### config.mk
export PLATFORM = sky130hd
export DESIGN_NAME = audio_sample_reader_flat
export DESIGN_NICKNAME = d
export VERILOG_FILES = /design/src/rtl/audio_sample_reader_if.sv /design/src/rtl/audio_sample_reader.sv /design/src/flat_wrapper.sv
export SDC_FILE = /design/constraint.sdc
export NUM_CORES = 1
export LEC_CHECK = 0
export ABC_CLOCK_PERIOD_IN_PS = 3730
export BUFFER_PORTS_ARGS = -buffer_cell sky130_fd_sc_hd__buf_2
export CELL_PAD_IN_SITES_DETAIL_PLACEMENT = 2
export CELL_PAD_IN_SITES_GLOBAL_PLACEMENT = 2
export CORE_ASPECT_RATIO = 0.7
export CORE_MARGIN = 1
export CORE_UTILIZATION = 37
export CTS_CLUSTER_SIZE = 8
export DETAILED_ROUTE_END_ITERATION = 16
export PLACE_DENSITY = 0.88
export SKIP_CTS_REPAIR_TIMING = 1
export SLEW_MARGIN = 30
export SYNTH_ARGS = -nofsm -noshare
export SYNTH_HDL_FRONTEND = slang
export SYNTH_SLANG_ARGS = --single-unit
### constraint.sdc
create_clock -name clk -period 3.73 [get_ports clk]
set_input_delay 0.373 -clock clk [delete_from_list [all_inputs] [get_ports clk]]
set_output_delay 0.373 -clock clk [all_outputs]
set_load 0.03 [all_outputs]
### src/rtl/audio_sample_reader_if.sv
// Read-port bundle between the sample reader and the dual-port audio buffer.
// The reader is the master: it drives enables/address and receives halfword read data.
interface audio_sample_reader_if;
  logic        buf_ceb;
  logic        buf_oce;
  logic [1:0]  buf_adb;
  logic [15:0] buf_dout;

  modport master (output buf_ceb, output buf_oce, output buf_adb, input buf_dout);
  modport slave  (input buf_ceb, input buf_oce, input buf_adb, output buf_dout);
endinterface

### src/rtl/audio_sample_reader.sv
// Double-buffered stereo sample reader: on each enabled sample tick it pulls one
// 32-bit stereo word out of a two-word buffer as two halfword reads and presents it as PCM.
module audio_sample_reader #(
  parameter bit HOLD_ON_UNDERRUN = 1'b0
) (
  input  logic                          clk,
  input  logic                          rst_n,
  input  logic                          enable_i,
  input  logic                          sample_tick_i,
  input  logic                          wr_strobe_i,
  input  logic                          wr_word_i,
  audio_sample_reader_if.master         buf_if,
  output logic [15:0]                   pcm_left_o,
  output logic [15:0]                   pcm_right_o,
  output logic                          pcm_valid_o,
  output logic                          refill_req_o,
  output logic                          refill_word_o,
  output logic                          underrun_o,
  output logic                          tick_overrun_o
);

  typedef enum logic [1:0] {IDLE, RD_L, RD_R} state_t;

  state_t      state_q, state_d;
  logic        rd_word_q, rd_word_d;
  logic [1:0]  full_q, full_d;
  logic [1:0]  adb_q, adb_d;
  logic [15:0] left_q, left_d;
  logic [15:0] pcm_left_q, pcm_left_d;
  logic [15:0] pcm_right_q, pcm_right_d;
  logic        pcm_valid_q, pcm_valid_d;
  logic        refill_req_q, refill_req_d;
  logic        refill_word_q, refill_word_d;
  logic        underrun_q, underrun_d;
  logic        tick_overrun_q, tick_overrun_d;
  logic        ceb;
  logic        tick_act;

  assign tick_act = sample_tick_i & enable_i;

  always_comb begin
    state_d        = state_q;
    rd_word_d      = rd_word_q;
    full_d         = full_q;
    adb_d          = adb_q;
    left_d         = left_q;
    pcm_left_d     = pcm_left_q;
    pcm_right_d    = pcm_right_q;
    pcm_valid_d    = 1'b0;
    refill_req_d   = 1'b0;
    refill_word_d  = refill_word_q;
    underrun_d     = 1'b0;
    tick_overrun_d = 1'b0;
    ceb            = 1'b0;

    unique case (state_q)
      IDLE: begin
        if (tick_act) begin
          if (full_q[rd_word_q]) begin
            state_d = RD_L;
            ceb     = 1'b1;
            adb_d   = {rd_word_q, 1'b0};
          end else begin
            underrun_d  = 1'b1;
            pcm_valid_d = 1'b1;
            if (!HOLD_ON_UNDERRUN) begin
              pcm_left_d  = '0;
              pcm_right_d = '0;
            end
          end
        end
      end
      RD_L: begin
        // Left halfword requested in the previous cycle arrives now.
        ceb            = 1'b1;
        adb_d          = {rd_word_q, 1'b1};
        left_d         = buf_if.buf_dout;
        tick_overrun_d = tick_act;
        state_d        = RD_R;
      end
      RD_R: begin
        pcm_left_d        = left_q;
        pcm_right_d       = buf_if.buf_dout;
        pcm_valid_d       = 1'b1;
        refill_req_d      = 1'b1;
        refill_word_d     = rd_word_q;
        full_d[rd_word_q] = 1'b0;
        rd_word_d         = ~rd_word_q;
        tick_overrun_d    = tick_act;
        state_d           = IDLE;
      end
      default: state_d = IDLE;
    endcase

    // Applied after the consume-clear so a same-cycle write keeps the word full.
    if (wr_strobe_i) full_d[wr_word_i] = 1'b1;
  end

  always_ff @(posedge clk or negedge rst_n) begin
    if (!rst_n) begin
      state_q        <= IDLE;
      rd_word_q      <= 1'b0;
      full_q         <= 2'b00;
      adb_q          <= 2'b00;
      left_q         <= '0;
      pcm_left_q     <= '0;
      pcm_right_q    <= '0;
      pcm_valid_q    <= 1'b0;
      refill_req_q   <= 1'b0;
      refill_word_q  <= 1'b0;
      underrun_q     <= 1'b0;
      tick_overrun_q <= 1'b0;
    end else begin
      state_q        <= state_d;
      rd_word_q      <= rd_word_d;
      full_q         <= full_d;
      adb_q          <= adb_d;
      left_q         <= left_d;
      pcm_left_q     <= pcm_left_d;
      pcm_right_q    <= pcm_right_d;
      pcm_valid_q    <= pcm_valid_d;
      refill_req_q   <= refill_req_d;
      refill_word_q  <= refill_word_d;
      underrun_q     <= underrun_d;
      tick_overrun_q <= tick_overrun_d;
    end
  end

  // Address is presented in the request cycle and held between reads.
  assign buf_if.buf_ceb = ceb;
  assign buf_if.buf_oce = 1'b1;
  assign buf_if.buf_adb = adb_d;

  assign pcm_left_o     = pcm_left_q;
  assign pcm_right_o    = pcm_right_q;
  assign pcm_valid_o    = pcm_valid_q;
  assign refill_req_o   = refill_req_q;
  assign refill_word_o  = refill_word_q;
  assign underrun_o     = underrun_q;
  assign tick_overrun_o = tick_overrun_q;

endmodule

### src/flat_wrapper.sv
// flat-port wrapper written by rule: the top's interface ports become plain ports
module audio_sample_reader_flat 
#(
  parameter bit HOLD_ON_UNDERRUN = 1'b0
)
  (clk, rst_n, enable_i, sample_tick_i, wr_strobe_i, wr_word_i, pcm_left_o, pcm_right_o, pcm_valid_o, refill_req_o, refill_word_o, underrun_o, tick_overrun_o, buf_if_buf_ceb, buf_if_buf_oce, buf_if_buf_adb, buf_if_buf_dout);
  audio_sample_reader_if buf_if_i ();
  input  logic clk;
  input  logic rst_n;
  input  logic enable_i;
  input  logic sample_tick_i;
  input  logic wr_strobe_i;
  input  logic wr_word_i;
  output logic [15:0] pcm_left_o;
  output logic [15:0] pcm_right_o;
  output logic pcm_valid_o;
  output logic refill_req_o;
  output logic refill_word_o;
  output logic underrun_o;
  output logic tick_overrun_o;
  output wire logic [$bits(buf_if_i.buf_ceb)-1:0] buf_if_buf_ceb;
  output wire logic [$bits(buf_if_i.buf_oce)-1:0] buf_if_buf_oce;
  output wire logic [$bits(buf_if_i.buf_adb)-1:0] buf_if_buf_adb;
  input wire logic [$bits(buf_if_i.buf_dout)-1:0] buf_if_buf_dout;
  assign buf_if_buf_ceb = buf_if_i.buf_ceb;
  assign buf_if_buf_oce = buf_if_i.buf_oce;
  assign buf_if_buf_adb = buf_if_i.buf_adb;
  assign buf_if_i.buf_dout = buf_if_buf_dout;
  audio_sample_reader #(.HOLD_ON_UNDERRUN(HOLD_ON_UNDERRUN)) u_core (.clk(clk), .rst_n(rst_n), .enable_i(enable_i), .sample_tick_i(sample_tick_i), .wr_strobe_i(wr_strobe_i), .wr_word_i(wr_word_i), .buf_if(buf_if_i), .pcm_left_o(pcm_left_o), .pcm_right_o(pcm_right_o), .pcm_valid_o(pcm_valid_o), .refill_req_o(refill_req_o), .refill_word_o(refill_word_o), .underrun_o(underrun_o), .tick_overrun_o(tick_overrun_o));
endmodule
==> flow_summary.html, run 1 <==
<table>
<tr><th>Metric</th><th>Value</th></tr>
<tr><th colspan="2">Yosys</th></tr>
<tr><td>Register bit total from synthesis</td><td>60</td></tr>
<tr><td>Cell types occupying the most area after synthesis</td><td>sky130_fd_sc_hd__dfrtp_1 (65%), sky130_fd_sc_hd__a22o_1 (13%), sky130_fd_sc_hd__mux2_2 (8.3%)</td></tr>
<tr><td>Count of synthesis-stage warnings from yosys</td><td>0</td></tr>
<tr><td>Sequential fraction of the synthesis area</td><td>~65%</td></tr>
<tr><td>Area share of the leading cell type in the synthesized netlist</td><td>about 65%</td></tr>
<tr><td>Netlist cell types</td><td>26</td></tr>
<tr><td>Netlist Area Pre-Place</td><td>between 2000 and 2500 um^2</td></tr>
<tr><td>Post-Synthesis Net Count</td><td>between 150 and 200</td></tr>
<tr><td>Mean cell area of the mapped netlist</td><td>between 10 and 15 um^2</td></tr>
<tr><td>Gate count after technology mapping</td><td>roughly 160</td></tr>
<tr><td>Leading area contributor after synthesis</td><td>sky130_fd_sc_hd__dfrtp_1</td></tr>
<tr><th colspan="2">Clock tree</th></tr>
<tr><td>Root buffer selected by CTS</td><td>sky130_fd_sc_hd__clkbuf_8</td></tr>
<tr><td>Clock-pin slew reported for the worst setup and hold paths after clock tree synthesis</td><td>around 0.07 ns</td></tr>
<tr><td>Worst skew pair latency</td><td>0.33 ns</td></tr>
<tr><td>Clock buffer count from CTS</td><td>9</td></tr>
<tr><td>CTS sink cnt</td><td>60</td></tr>
<tr><td>CTS tree</td><td>done</td></tr>
<tr><td>Maximum level of the CTS H-tree</td><td>3</td></tr>
<tr><td>Clock Path Buffers</td><td>2</td></tr>
<tr><th colspan="2">Timing</th></tr>
<tr><td>Total Neg Setup Slack</td><td>0 ns</td></tr>
<tr><td>Pins Over Slew Limit</td><td>0</td></tr>
<tr><td>Final worst path period need</td><td>2.618 ns</td></tr>
<tr><td>Max-slew headroom at the worst pin</td><td>roughly 35%</td></tr>
<tr><td>Final hold slack</td><td>approximately 0.03 ns</td></tr>
<tr><td>Worst setup margin</td><td>~1.1 ns</td></tr>
<tr><td>Post-route clock period utilization</td><td>a little over two thirds</td></tr>
<tr><td>Maximum clock frequency</td><td>approximately 380 MHz</td></tr>
<tr><td>Clock Skew</td><td>approximately 0.012 ns</td></tr>
<tr><td>RSZ-0062 raised after global routing</td><td>no</td></tr>
<tr><td>Slew at the pin with the worst max-slew slack</td><td>just under 1 ns</td></tr>
<tr><td>Final Hold Violating Endpoints</td><td>0</td></tr>
<tr><td># setup viols final</td><td>0</td></tr>
<tr><th colspan="2">Placed design</th></tr>
<tr><td>Worst slack at placement</td><td>~1.5 ns</td></tr>
<tr><td>Port Buf Inserts</td><td>61</td></tr>
<tr><td>Final Wtd Congestion</td><td>0.7294</td></tr>
<tr><td>Standard cell area after detailed placement</td><td>about 2600 um^2</td></tr>
<tr><td>Final HPWL from detailed placement</td><td>a little over 4000 um</td></tr>
<tr><th colspan="2">Status</th></tr>
<tr><td>Outcome</td><td>completed</td></tr>
<tr><th colspan="2">Worst hold path</th></tr>
<tr><td>Hold crit path type</td><td>in -&gt; async</td></tr>
<tr><th colspan="2">Power and ir drop</th></tr>
<tr><td>Peak VDD IR</td><td>364.0 uV</td></tr>
<tr><td>Static leakage</td><td>roughly 1.4 nW</td></tr>
<tr><td>Power consumption</td><td>around 2.8 mW</td></tr>
<tr><td>Power per unit of standard cell area</td><td>between 900 and 1000 nW/um^2</td></tr>
<tr><th colspan="2">Global routing</th></tr>
<tr><td>Antenna violations before repair</td><td>0</td></tr>
<tr><td>Global-route total usage across every layer</td><td>20.94%</td></tr>
<tr><td>Vias in the first global route</td><td>approximately 1700</td></tr>
<tr><td>Global route total overflow</td><td>0</td></tr>
<tr><td>Wire length of the first global-routing pass</td><td>approximately 9500 um</td></tr>
<tr><td>Pin count of the biggest net entering global routing</td><td>43</td></tr>
<tr><th colspan="2">Detailed routing</th></tr>
<tr><td>Number of DRC violations after detailed routing</td><td>0</td></tr>
<tr><td>Number of iterations in the first detailed-routing pass</td><td>4</td></tr>
<tr><td>Total via count after detailed routing</td><td>approximately 1600</td></tr>
<tr><td>Via density</td><td>5.225</td></tr>
<tr><td>Detail Route Antenna Nets</td><td>0</td></tr>
<tr><td>Final Routed Wirelength</td><td>6065 um</td></tr>
<tr><td>Iteration-0 DRC Markers</td><td>25</td></tr>
<tr><td>WL/cell</td><td>approximately 20 um</td></tr>
<tr><th colspan="2">Setup path</th></tr>
<tr><td>Critical path startpoint</td><td>u_core.state_q[1]</td></tr>
<tr><td>Startpoint class of the critical path</td><td>flop</td></tr>
<tr><td>Worst setup path category</td><td>reg -&gt; out</td></tr>
<tr><td>Data required, critical path</td><td>approximately 3.4 ns</td></tr>
<tr><td>Reg-to-reg startpoint</td><td>u_core.state_q[0]</td></tr>
<tr><td>R2r endpoint</td><td>u_core.pcm_left_o[4]</td></tr>
<tr><td>Reg2Reg Setup Slack</td><td>about 1.5 ns</td></tr>
<tr><td>Max Fanout on Critical Path</td><td>21</td></tr>
<tr><td>Number of cells on the worst reg-to-reg path</td><td>6</td></tr>
<tr><td>Nature of the critical path endpoint</td><td>primary output</td></tr>
<tr><td>Critical Path AT</td><td>roughly 2.3 ns</td></tr>
<tr><td>End point of the critical path</td><td>buf_if_buf_adb[1]</td></tr>
<tr><th colspan="2">Floorplanning</th></tr>
<tr><td>Area of the core</td><td>5871 um^2</td></tr>
<tr><td>I/O pin count</td><td>63</td></tr>
<tr><td>Count of standard-cell rows</td><td>23</td></tr>
<tr><td>Die area</td><td>approximately 6600 um^2</td></tr>
<tr><td>Horiz. Die Dim</td><td>just under 100 um</td></tr>
<tr><td>Starting utilization of the core area</td><td>39.24%</td></tr>
<tr><td>Die boundary height</td><td>~68 um</td></tr>
<tr><th colspan="2">Finish</th></tr>
<tr><td>Share of layout cells above drive strength 1</td><td>43.50%</td></tr>
<tr><td>Relative area change from synthesis to final layout</td><td>22.16%</td></tr>
<tr><td>Diode count</td><td>0</td></tr>
<tr><td>Most frequent cells in the layout</td><td>sky130_fd_sc_hd__buf_2 (60), sky130_fd_sc_hd__dfrtp_1 (60), sky130_fd_sc_hd__a22o_1 (33)</td></tr>
<tr><td>Post-Layout Inst Area</td><td>2814 um^2</td></tr>
<tr><td>Nets</td><td>roughly 240</td></tr>
<tr><th colspan="2">Job</th></tr>
<tr><td>Max capacitance violation total</td><td>0</td></tr>
</table>
## cells by family after synthesis
group           Yosys count  share of synthesized area [%]
compound gates           44                          16.02
xor+xnor                  1                         0.3803
fa+ha+maj                 3                          1.630
buf+inv                  15                          4.074
flops                    60                          65.18
mux                      18                          9.288
other cells               1                         0.1628
simple gates             13                          3.259
## critical path: stages (launching register included)
cell and delay, ns:
sky130_fd_sc_hd__dfrtp_1 0.40, sky130_fd_sc_hd__inv_1 0.09, sky130_fd_sc_hd__ha_1 0.80, sky130_fd_sc_hd__a22oi_1 0.20, sky130_fd_sc_hd__a21oi_1 0.21, sky130_fd_sc_hd__buf_2 0.22
## through the flow
step / utilization [%] / cells
floorplan: - / 155
global placement: 45.01 / 283
detailed placement: 45.01 / 283
CTS: 47.89 / 298
global route: 47.93 / 298
finish: 47.93 / 298
## power breakdown
group	switching (mW)	total, mW	internal (mW)
combinational	0.720	1.16	0.444
clock	0.237	0.509	0.272
sequential	0.192	1.13	0.936
total	1.15	2.80	1.65
## synthesized netlist by cell type (all sizes together)
library cell	number
nor3b	1
dfrtp	60
a41o	1
o21bai	1
inv	5
nand2	2
mux2i	1
nand2b	2
nand3	2
mux2	17
and3	2
conb	1
buf	8
a21oi	2
clkbuf	2
xor2	1
o21ai	6
a22o	33
a22oi	1
and2	2
or2	1
nor2b	1
ha	3
## sequential cells by signal (all words and copies together) (netlist names), 2 cells and up
| name | count |
|---|---|
| u_core.adb_q | 2 |
| u_core.full_q | 2 |
| u_core.left_q | 16 |
| u_core.pcm_left_o | 16 |
| u_core.pcm_right_o | 16 |
| u_core.state_q | 2 |
## metal layers
metal	share of wire, %	track usage, %
met4	1.1	6.985
met5	0	0
met1	48	27.66
met2	48	32.09
met3	3.0	7.667
## cell type report
| class | count | area [um^2] |
|---|---|---|
| flip-flops and latches | 60 | 1501 |
| inverters | 5 | 18.77 |
| well taps | 75 | 93.84 |
| repair buffers | 63 | 322.8 |
| fillers | 591 | 3057 |
| multi-input cells | 80 | 708.2 |
| clock inverters | 2 | 10.01 |
| clock buffers | 13 | 158.9 |
## how the worst min path moves through the flow
stage / startpoint / endpoint / slack, ns / cells past startpoint
global route: rst_n / u_core.left_q[3] / 0.04 / 1
floorplan: rst_n / u_core.adb_q[0] / 0.08 / 0
finish: rst_n / u_core.left_q[3] / 0.03 / 1
global placement: u_core.left_q[4] / u_core.pcm_left_o[4] / 0.47 / 1
CTS: rst_n / u_core.left_q[4] / 0.21 / 1
detailed placement: u_core.left_q[14] / u_core.pcm_left_o[14] / 0.49 / 1
Power figures use the tool's default switching activity.
==> inputs of run 2 (changes only) <==
ABC_CLOCK_PERIOD_IN_PS = 2600   (was 3730)
CORE_UTILIZATION = 35   (was 37)
PLACE_DENSITY = 0.84   (was 0.88)
clock period = 2.6 ns   (was 3.73 ns; I/O delays follow)
==> flow_summary.html, run 2 (same netlist as run 1, synthesis figures left out) <==
<table>
<tr><th>Metric</th><th>Value</th></tr>
<tr><th colspan="2">Placed design</th></tr>
<tr><td>Port Buf Inserts</td><td>between 60 and 70</td></tr>
<tr><td>Number of cells after detailed placement</td><td>approximately 290</td></tr>
<tr><td>Final Wtd Congestion</td><td>about 0.72</td></tr>
<tr><td>Standard cell area after detailed placement</td><td>2654 um^2</td></tr>
<tr><td>Final HPWL from detailed placement</td><td>between 3000 and 4000 um</td></tr>
<tr><th colspan="2">Timing</th></tr>
<tr><td>Pins Over Slew Limit</td><td>0</td></tr>
<tr><td>Max-slew headroom at the worst pin</td><td>a little under half</td></tr>
<tr><td>Total Neg Setup Slack</td><td>0 ns</td></tr>
<tr><td>Final hold slack</td><td>about 0.01 ns</td></tr>
<tr><td>Final Hold Violating Endpoints</td><td>0</td></tr>
<tr><td>RSZ-0062 raised after global routing</td><td>no</td></tr>
<tr><td>Slew at the pin with the worst max-slew slack</td><td>around 0.82 ns</td></tr>
<tr><td>Maximum clock frequency</td><td>480.1 MHz</td></tr>
<tr><td># setup viols final</td><td>0</td></tr>
<tr><td>Post-route clock period utilization</td><td>approximately 80%</td></tr>
<tr><td>Final worst path period need</td><td>between 2 and 2.5 ns</td></tr>
<tr><td>Clock Skew</td><td>roughly 0.0076 ns</td></tr>
<tr><th colspan="2">Setup path</th></tr>
<tr><td>Max Fanout on Critical Path</td><td>6</td></tr>
<tr><td>Nature of the critical path endpoint</td><td>primary output</td></tr>
<tr><td>Reg2Reg Setup Slack</td><td>around 0.75 ns</td></tr>
<tr><td>Critical Path AT</td><td>approximately 1.8 ns</td></tr>
<tr><td>Number of cells on the worst reg-to-reg path</td><td>6</td></tr>
<tr><td>Worst setup path category</td><td>reg -&gt; out</td></tr>
<tr><td>Critical path startpoint</td><td>u_core.state_q[0]</td></tr>
<tr><td>Data required, critical path</td><td>roughly 2.3 ns</td></tr>
<tr><td>R2r endpoint</td><td>u_core.pcm_right_o[3]</td></tr>
<tr><td>End point of the critical path</td><td>buf_if_buf_adb[1]</td></tr>
<tr><td>Reg-to-reg startpoint</td><td>u_core.state_q[0]</td></tr>
<tr><td>Startpoint class of the critical path</td><td>flop</td></tr>
<tr><th colspan="2">Finish</th></tr>
<tr><td>Share of layout cells above drive strength 1</td><td>between 40% and 50%</td></tr>
<tr><td>Final cell count without fillers</td><td>roughly 300</td></tr>
<tr><td>Most frequent cells in the layout</td><td>sky130_fd_sc_hd__buf_2 (61), sky130_fd_sc_hd__dfrtp_1 (60), sky130_fd_sc_hd__a22o_1 (33)</td></tr>
<tr><td>Post-Layout Inst Area</td><td>between 2000 and 3000 um^2</td></tr>
<tr><td>Most common cell after layout, fill and taps aside</td><td>sky130_fd_sc_hd__buf_2</td></tr>
<tr><td>Post-layout util</td><td>between 40 and 50%</td></tr>
<tr><td>Diode count</td><td>0</td></tr>
<tr><td>Nets</td><td>between 200 and 250</td></tr>
<tr><td>Relative area change from synthesis to final layout</td><td>25.58%</td></tr>
<tr><th colspan="2">Floorplanning</th></tr>
<tr><td>Area of the core</td><td>6276 um^2</td></tr>
<tr><td>Horiz. Die Dim</td><td>between 90 and 100 um</td></tr>
<tr><td>Count of standard-cell rows</td><td>24</td></tr>
<tr><td>Die area</td><td>between 6000 and 7000 um^2</td></tr>
<tr><td>Die boundary height</td><td>between 60 and 70 um</td></tr>
<tr><td>I/O pin count</td><td>63</td></tr>
<tr><td>Starting utilization of the core area</td><td>around 37%</td></tr>
<tr><th colspan="2">Global routing</th></tr>
<tr><td>Vias in the first global route</td><td>between 1500 and 2000</td></tr>
<tr><td>Met1 track utilization from global routing</td><td>approximately a quarter</td></tr>
<tr><td>Pin count of the biggest net entering global routing</td><td>40</td></tr>
<tr><td>Met3 global-route usage</td><td>about 7.3%</td></tr>
<tr><td>Met2 Use GR</td><td>between 20 and 30%</td></tr>
<tr><td>Global route total overflow</td><td>0</td></tr>
<tr><td>Global-route total usage across every layer</td><td>approximately a fifth</td></tr>
<tr><td>GRT Max-Usage Layer</td><td>met2</td></tr>
<tr><td>Antenna violations before repair</td><td>0</td></tr>
<tr><td>Wire length of the first global-routing pass</td><td>about 9500 um</td></tr>
<tr><th colspan="2">Detailed routing</th></tr>
<tr><td>Iteration-0 DRC Markers</td><td>56</td></tr>
<tr><td>WL/cell</td><td>between 15 and 20 um</td></tr>
<tr><td>Via density</td><td>about 5</td></tr>
<tr><td>Number of iterations in the first detailed-routing pass</td><td>4</td></tr>
<tr><td>Final Routed Wirelength</td><td>approximately 5800 um</td></tr>
<tr><td>Number of DRC violations after detailed routing</td><td>0</td></tr>
<tr><td>Detail Route Antenna Nets</td><td>0</td></tr>
<tr><td>Total via count after detailed routing</td><td>1527</td></tr>
<tr><th colspan="2">Clock tree</th></tr>
<tr><td>Worst skew pair latency</td><td>0.34 ns</td></tr>
<tr><td>CTS tree</td><td>done</td></tr>
<tr><td>Clock-pin slew reported for the worst setup and hold paths after clock tree synthesis</td><td>0.07 ns</td></tr>
<tr><td>Maximum level of the CTS H-tree</td><td>3</td></tr>
<tr><td>Clock buffer count from CTS</td><td>9</td></tr>
<tr><td>Clock Path Buffers</td><td>2</td></tr>
<tr><td>Root buffer selected by CTS</td><td>sky130_fd_sc_hd__clkbuf_8</td></tr>
<tr><td>CTS sink cnt</td><td>60</td></tr>
<tr><th colspan="2">Power and ir drop</th></tr>
<tr><td>Static leakage</td><td>1.439 nW</td></tr>
<tr><td>Peak VDD IR</td><td>between 500 and 600 uV</td></tr>
<tr><td>Power per unit of standard cell area</td><td>1472 nW/um^2</td></tr>
<tr><th colspan="2">Job</th></tr>
<tr><td>Max capacitance violation total</td><td>0</td></tr>
<tr><th colspan="2">Worst hold path</th></tr>
<tr><td>Hold crit path type</td><td>in -&gt; async</td></tr>
<tr><th colspan="2">Status</th></tr>
<tr><td>Outcome</td><td>completed</td></tr>
</table>
[run 2: layout make-up]
class | count | area [um^2]
Clock buffer | 9 | 123.9
Sequential cell | 60 | 1501
Multi-Input combinational cell | 80 | 708.2
Inverter | 5 | 18.77
Timing Repair Buffer | 64 | 327.8
Clock inverter | 7 | 115.1
Tap cell | 78 | 97.59
Fill cell | 631 | 3383
[run 2: per-layer routing]
| metal | wire length [um] | vias up |
|---|---|---|
| met2 | 2761 | 44 |
| met4 | 46 | 0 |
| li1 | - | 691 |
| met3 | 345 | 6 |
| met5 | 0 | - |
| met1 | 2608 | 786 |
[run 2: where the power goes]
| group | switching (mW) | internal [mW] | leakage [nW] | total (mW) |
|---|---|---|---|---|
| sequential | 0.264 | 1.34 | 0.746 | 1.61 |
| combinational | 1.01 | 0.639 | 0.578 | 1.65 |
| clock | 0.368 | 0.632 | 0.115 | 1.00 |
[run 2: worst min path at each step]
stage / from / end / slack, ns / depth (start not counted)
floorplan: rst_n / u_core.adb_q[0] / -0.04 / 0
global placement: rst_n / u_core.left_q[1] / 0.41 / 1
detailed placement: rst_n / u_core.pcm_left_o[1] / 0.41 / 1
CTS: rst_n / u_core.pcm_right_o[4] / 0.03 / 1
global route: rst_n / u_core.pcm_right_o[4] / 0.06 / 1
finish: rst_n / u_core.left_q[2] / 0.01 / 1
[run 2: worst max-delay path: stages (launching register included)]
cell	delay [ns]
sky130_fd_sc_hd__dfrtp_1	0.39
sky130_fd_sc_hd__inv_1	0.12
sky130_fd_sc_hd__ha_1	0.24
sky130_fd_sc_hd__and3_1	0.23
sky130_fd_sc_hd__nand3_1	0.10
sky130_fd_sc_hd__a21oi_1	0.19
sky130_fd_sc_hd__buf_2	0.22
[run 2: through the flow]
| step | power, mW | worst slack, ns |
|---|---|---|
| floorplan | 2.783 | 0.7737 |
| global placement | 3.193 | 0.8730 |
| detailed placement | 3.282 | 0.7519 |
| CTS | 4.324 | 0.4790 |
| global route | 4.496 | 0.3421 |
| finish | 4.259 | 0.5171 |
==> inputs of run 3 (changes only) <==
ABC_CLOCK_PERIOD_IN_PS = 1900   (was 2600)
CORE_UTILIZATION = 31   (was 35)
PLACE_DENSITY = 0.79   (was 0.84)
clock period = 1.9 ns   (was 2.6 ns; I/O delays follow)
==> flow_summary.html, run 3 (same netlist as run 1, synthesis figures left out) <==
<table>
<tr><th>Metric</th><th>Value</th></tr>
<tr><th colspan="2">Detailed routing</th></tr>
<tr><td>Total met3 wirelength after detailed routing</td><td>between 300 and 400 um</td></tr>
<tr><td>Sum of routed wire segments on met1</td><td>2803 um</td></tr>
<tr><td>Final Routed Wirelength</td><td>approximately 6400 um</td></tr>
<tr><td>Number of iterations in the first detailed-routing pass</td><td>4</td></tr>
<tr><td>Top routing layer in use</td><td>met4</td></tr>
<tr><td>Number of DRC violations after detailed routing</td><td>0</td></tr>
<tr><td>Detail Route Antenna Nets</td><td>0</td></tr>
<tr><td>Via density</td><td>4.914</td></tr>
<tr><td>Iteration-0 DRC Markers</td><td>54</td></tr>
<tr><td>Met2 WL post-DR</td><td>between 3000 and 4000 um</td></tr>
<tr><td>WL/cell</td><td>approximately 20 um</td></tr>
<tr><td>Total via count after detailed routing</td><td>between 1500 and 2000</td></tr>
<tr><th colspan="2">Floorplanning</th></tr>
<tr><td>Horiz. Die Dim</td><td>~110 um</td></tr>
<tr><td>Count of standard-cell rows</td><td>25</td></tr>
<tr><td>Starting utilization of the core area</td><td>33.02%</td></tr>
<tr><td>Area of the core</td><td>~7000 um^2</td></tr>
<tr><td>Die boundary height</td><td>around 74 um</td></tr>
<tr><td>Die area</td><td>about 8000 um^2</td></tr>
<tr><td>I/O pin count</td><td>63</td></tr>
<tr><th colspan="2">Setup path</th></tr>
<tr><td>Critical path startpoint</td><td>u_core.state_q[1]</td></tr>
<tr><td>Max Fanout on Critical Path</td><td>4</td></tr>
<tr><td>Top Family by Delay on Critical Path</td><td>compound AO/OA/AOI/OAI gates</td></tr>
<tr><td>Biggest cell delay along the critical path</td><td>~0.4 ns</td></tr>
<tr><td>Reg-to-reg startpoint</td><td>u_core.rd_word_q</td></tr>
<tr><td>CP max stage cell</td><td>sky130_fd_sc_hd__dfrtp_1</td></tr>
<tr><td>Worst setup path category</td><td>reg -&gt; out</td></tr>
<tr><td>Buffers and inverters on the worst path</td><td>2</td></tr>
<tr><td>Startpoint class of the critical path</td><td>flop</td></tr>
<tr><td>Nature of the critical path endpoint</td><td>primary output</td></tr>
<tr><td>Data required, critical path</td><td>~1.7 ns</td></tr>
<tr><td>Series of cell instances along the critical path</td><td>inv_2 -&gt; ha_2 -&gt; nand2b_1 -&gt; a22oi_1 -&gt; a21oi_2 -&gt; buf_6</td></tr>
<tr><td>Critical Path AT</td><td>1.75 ns</td></tr>
<tr><th colspan="2">Placed design</th></tr>
<tr><td>Final Wtd Congestion</td><td>0.7221</td></tr>
<tr><td>Port Buf Inserts</td><td>61</td></tr>
<tr><td>Worst slack at placement</td><td>-0.07643 ns</td></tr>
<tr><td>Final HPWL from detailed placement</td><td>~3800 um</td></tr>
<tr><th colspan="2">Finish</th></tr>
<tr><td>Most frequent cells in the layout</td><td>sky130_fd_sc_hd__buf_2 (60), sky130_fd_sc_hd__dfrtp_1 (59), sky130_fd_sc_hd__a22o_1 (33)</td></tr>
<tr><td>Share of layout cells above drive strength 1</td><td>just under 50%</td></tr>
<tr><td>Relative area change from synthesis to final layout</td><td>30.96%</td></tr>
<tr><td>Nets</td><td>252</td></tr>
<tr><td>Most common cell after layout, fill and taps aside</td><td>sky130_fd_sc_hd__buf_2</td></tr>
<tr><td>Diode count</td><td>0</td></tr>
<tr><th colspan="2">Timing</th></tr>
<tr><td>Max-slew headroom at the worst pin</td><td>about three fifths</td></tr>
<tr><td>Clock Skew</td><td>0.009968 ns</td></tr>
<tr><td>RSZ-0062 raised after global routing</td><td>yes</td></tr>
<tr><td>Slew at the pin with the worst max-slew slack</td><td>between 0.5 and 0.6 ns</td></tr>
<tr><td>Maximum clock frequency</td><td>approximately 500 MHz</td></tr>
<tr><td># setup viols final</td><td>1</td></tr>
<tr><td>Post-route clock period utilization</td><td>102.2%</td></tr>
<tr><td>Final Hold Violating Endpoints</td><td>0</td></tr>
<tr><td>Worst setup margin</td><td>-0.04105 ns</td></tr>
<tr><td>Final worst path period need</td><td>1.941 ns</td></tr>
<tr><td>Pins Over Slew Limit</td><td>0</td></tr>
<tr><th colspan="2">Clock tree</th></tr>
<tr><td>Clock Path Buffers</td><td>2</td></tr>
<tr><td>CTS tree</td><td>done</td></tr>
<tr><td>Clock-pin slew reported for the worst setup and hold paths after clock tree synthesis</td><td>about 0.070 ns</td></tr>
<tr><td>Worst skew pair latency</td><td>0.35 ns</td></tr>
<tr><td>Root buffer selected by CTS</td><td>sky130_fd_sc_hd__clkbuf_8</td></tr>
<tr><td>CTS sink cnt</td><td>60</td></tr>
<tr><td>Maximum level of the CTS H-tree</td><td>3</td></tr>
<tr><td>Clock buffer count from CTS</td><td>9</td></tr>
<tr><th colspan="2">Power and ir drop</th></tr>
<tr><td>Peak VDD IR</td><td>640.5 uV</td></tr>
<tr><td>Power per unit of standard cell area</td><td>1998 nW/um^2</td></tr>
<tr><td>Static leakage</td><td>about 1.5 nW</td></tr>
<tr><td>Power consumption</td><td>roughly 6 mW</td></tr>
<tr><th colspan="2">Global routing</th></tr>
<tr><td>Wire length of the first global-routing pass</td><td>9522 um</td></tr>
<tr><td>Vias in the first global route</td><td>around 1700</td></tr>
<tr><td>Antenna violations before repair</td><td>0</td></tr>
<tr><td>Global route total overflow</td><td>0</td></tr>
<tr><td>Pin count of the biggest net entering global routing</td><td>slightly above 60</td></tr>
<tr><td>Global-route total usage across every layer</td><td>about 17%</td></tr>
<tr><th colspan="2">Status</th></tr>
<tr><td>Outcome</td><td>complete, but fails checks</td></tr>
<tr><td>Violations in the final reports</td><td>setup timing</td></tr>
<tr><th colspan="2">Job</th></tr>
<tr><td>Max capacitance violation total</td><td>0</td></tr>
<tr><th colspan="2">Worst hold path</th></tr>
<tr><td>Startpoint of the lowest-slack hold path</td><td>buf_if_buf_dout[7]</td></tr>
<tr><td>Hold crit path type</td><td>in -&gt; reg</td></tr>
</table>
==> run 3: area by class of cell <==
class | count | area, um^2
Sequential cell | 60 | 1503
Inverter | 5 | 18.77
Fill cell | 707 | 3959
Clock inverter | 6 | 87.58
Clock buffer | 10 | 137.6
Tap cell | 94 | 117.6
Timing Repair Buffer | 70 | 394.1
Multi-Input combinational cell | 81 | 758.2
==> run 3: through the flow <==
step,instances,hold slack [ns],utilization (%),setup TNS [ns],area (um^2)
global route,326,0.07287,43.25,-0.1010,3017
global placement,304,0.2184,38.73,0,2701
finish,326,0.07717,43.25,-0.04105,3017
floorplan,155,-0.1056,-,0,2303
CTS,320,-0.1553,41.96,-3.929,2927
detailed placement,304,0.2209,38.73,-1.955,2701
==> run 3: where the power goes <==
part / internal, mW / switching, mW
combinational: 1.01 / 1.50
clock: 0.771 / 0.532
sequential: 1.84 / 0.373
total: 3.62 / 2.40
==> run 3: path summary, 6_finish.rpt <==
| check | depth (start not counted) | endpoint | slack [ns] |
|---|---|---|---|
| min in group asynchronous | 3 | u_core.pcm_right_o[3] | 0.38 |
| worst max-delay path | 6 | buf_if_buf_adb[1] | -0.04 |
| max in group asynchronous | 3 | u_core.rd_word_q | 1.24 |
| worst min register to register | 1 | u_core.pcm_left_o[4] | 0.49 |
| worst max register to register | 4 | u_core.pcm_right_o[3] | 0.15 |
| worst min-delay path | 2 | u_core.pcm_right_o[7] | 0.08 |
==> run 3: routing by layer <==
layer  GRT usage [%]  up-vias
li1                -      709
met1           20.15      837
met2           27.74       49
met3           6.310        7
met4           5.634        0
met5               0        -
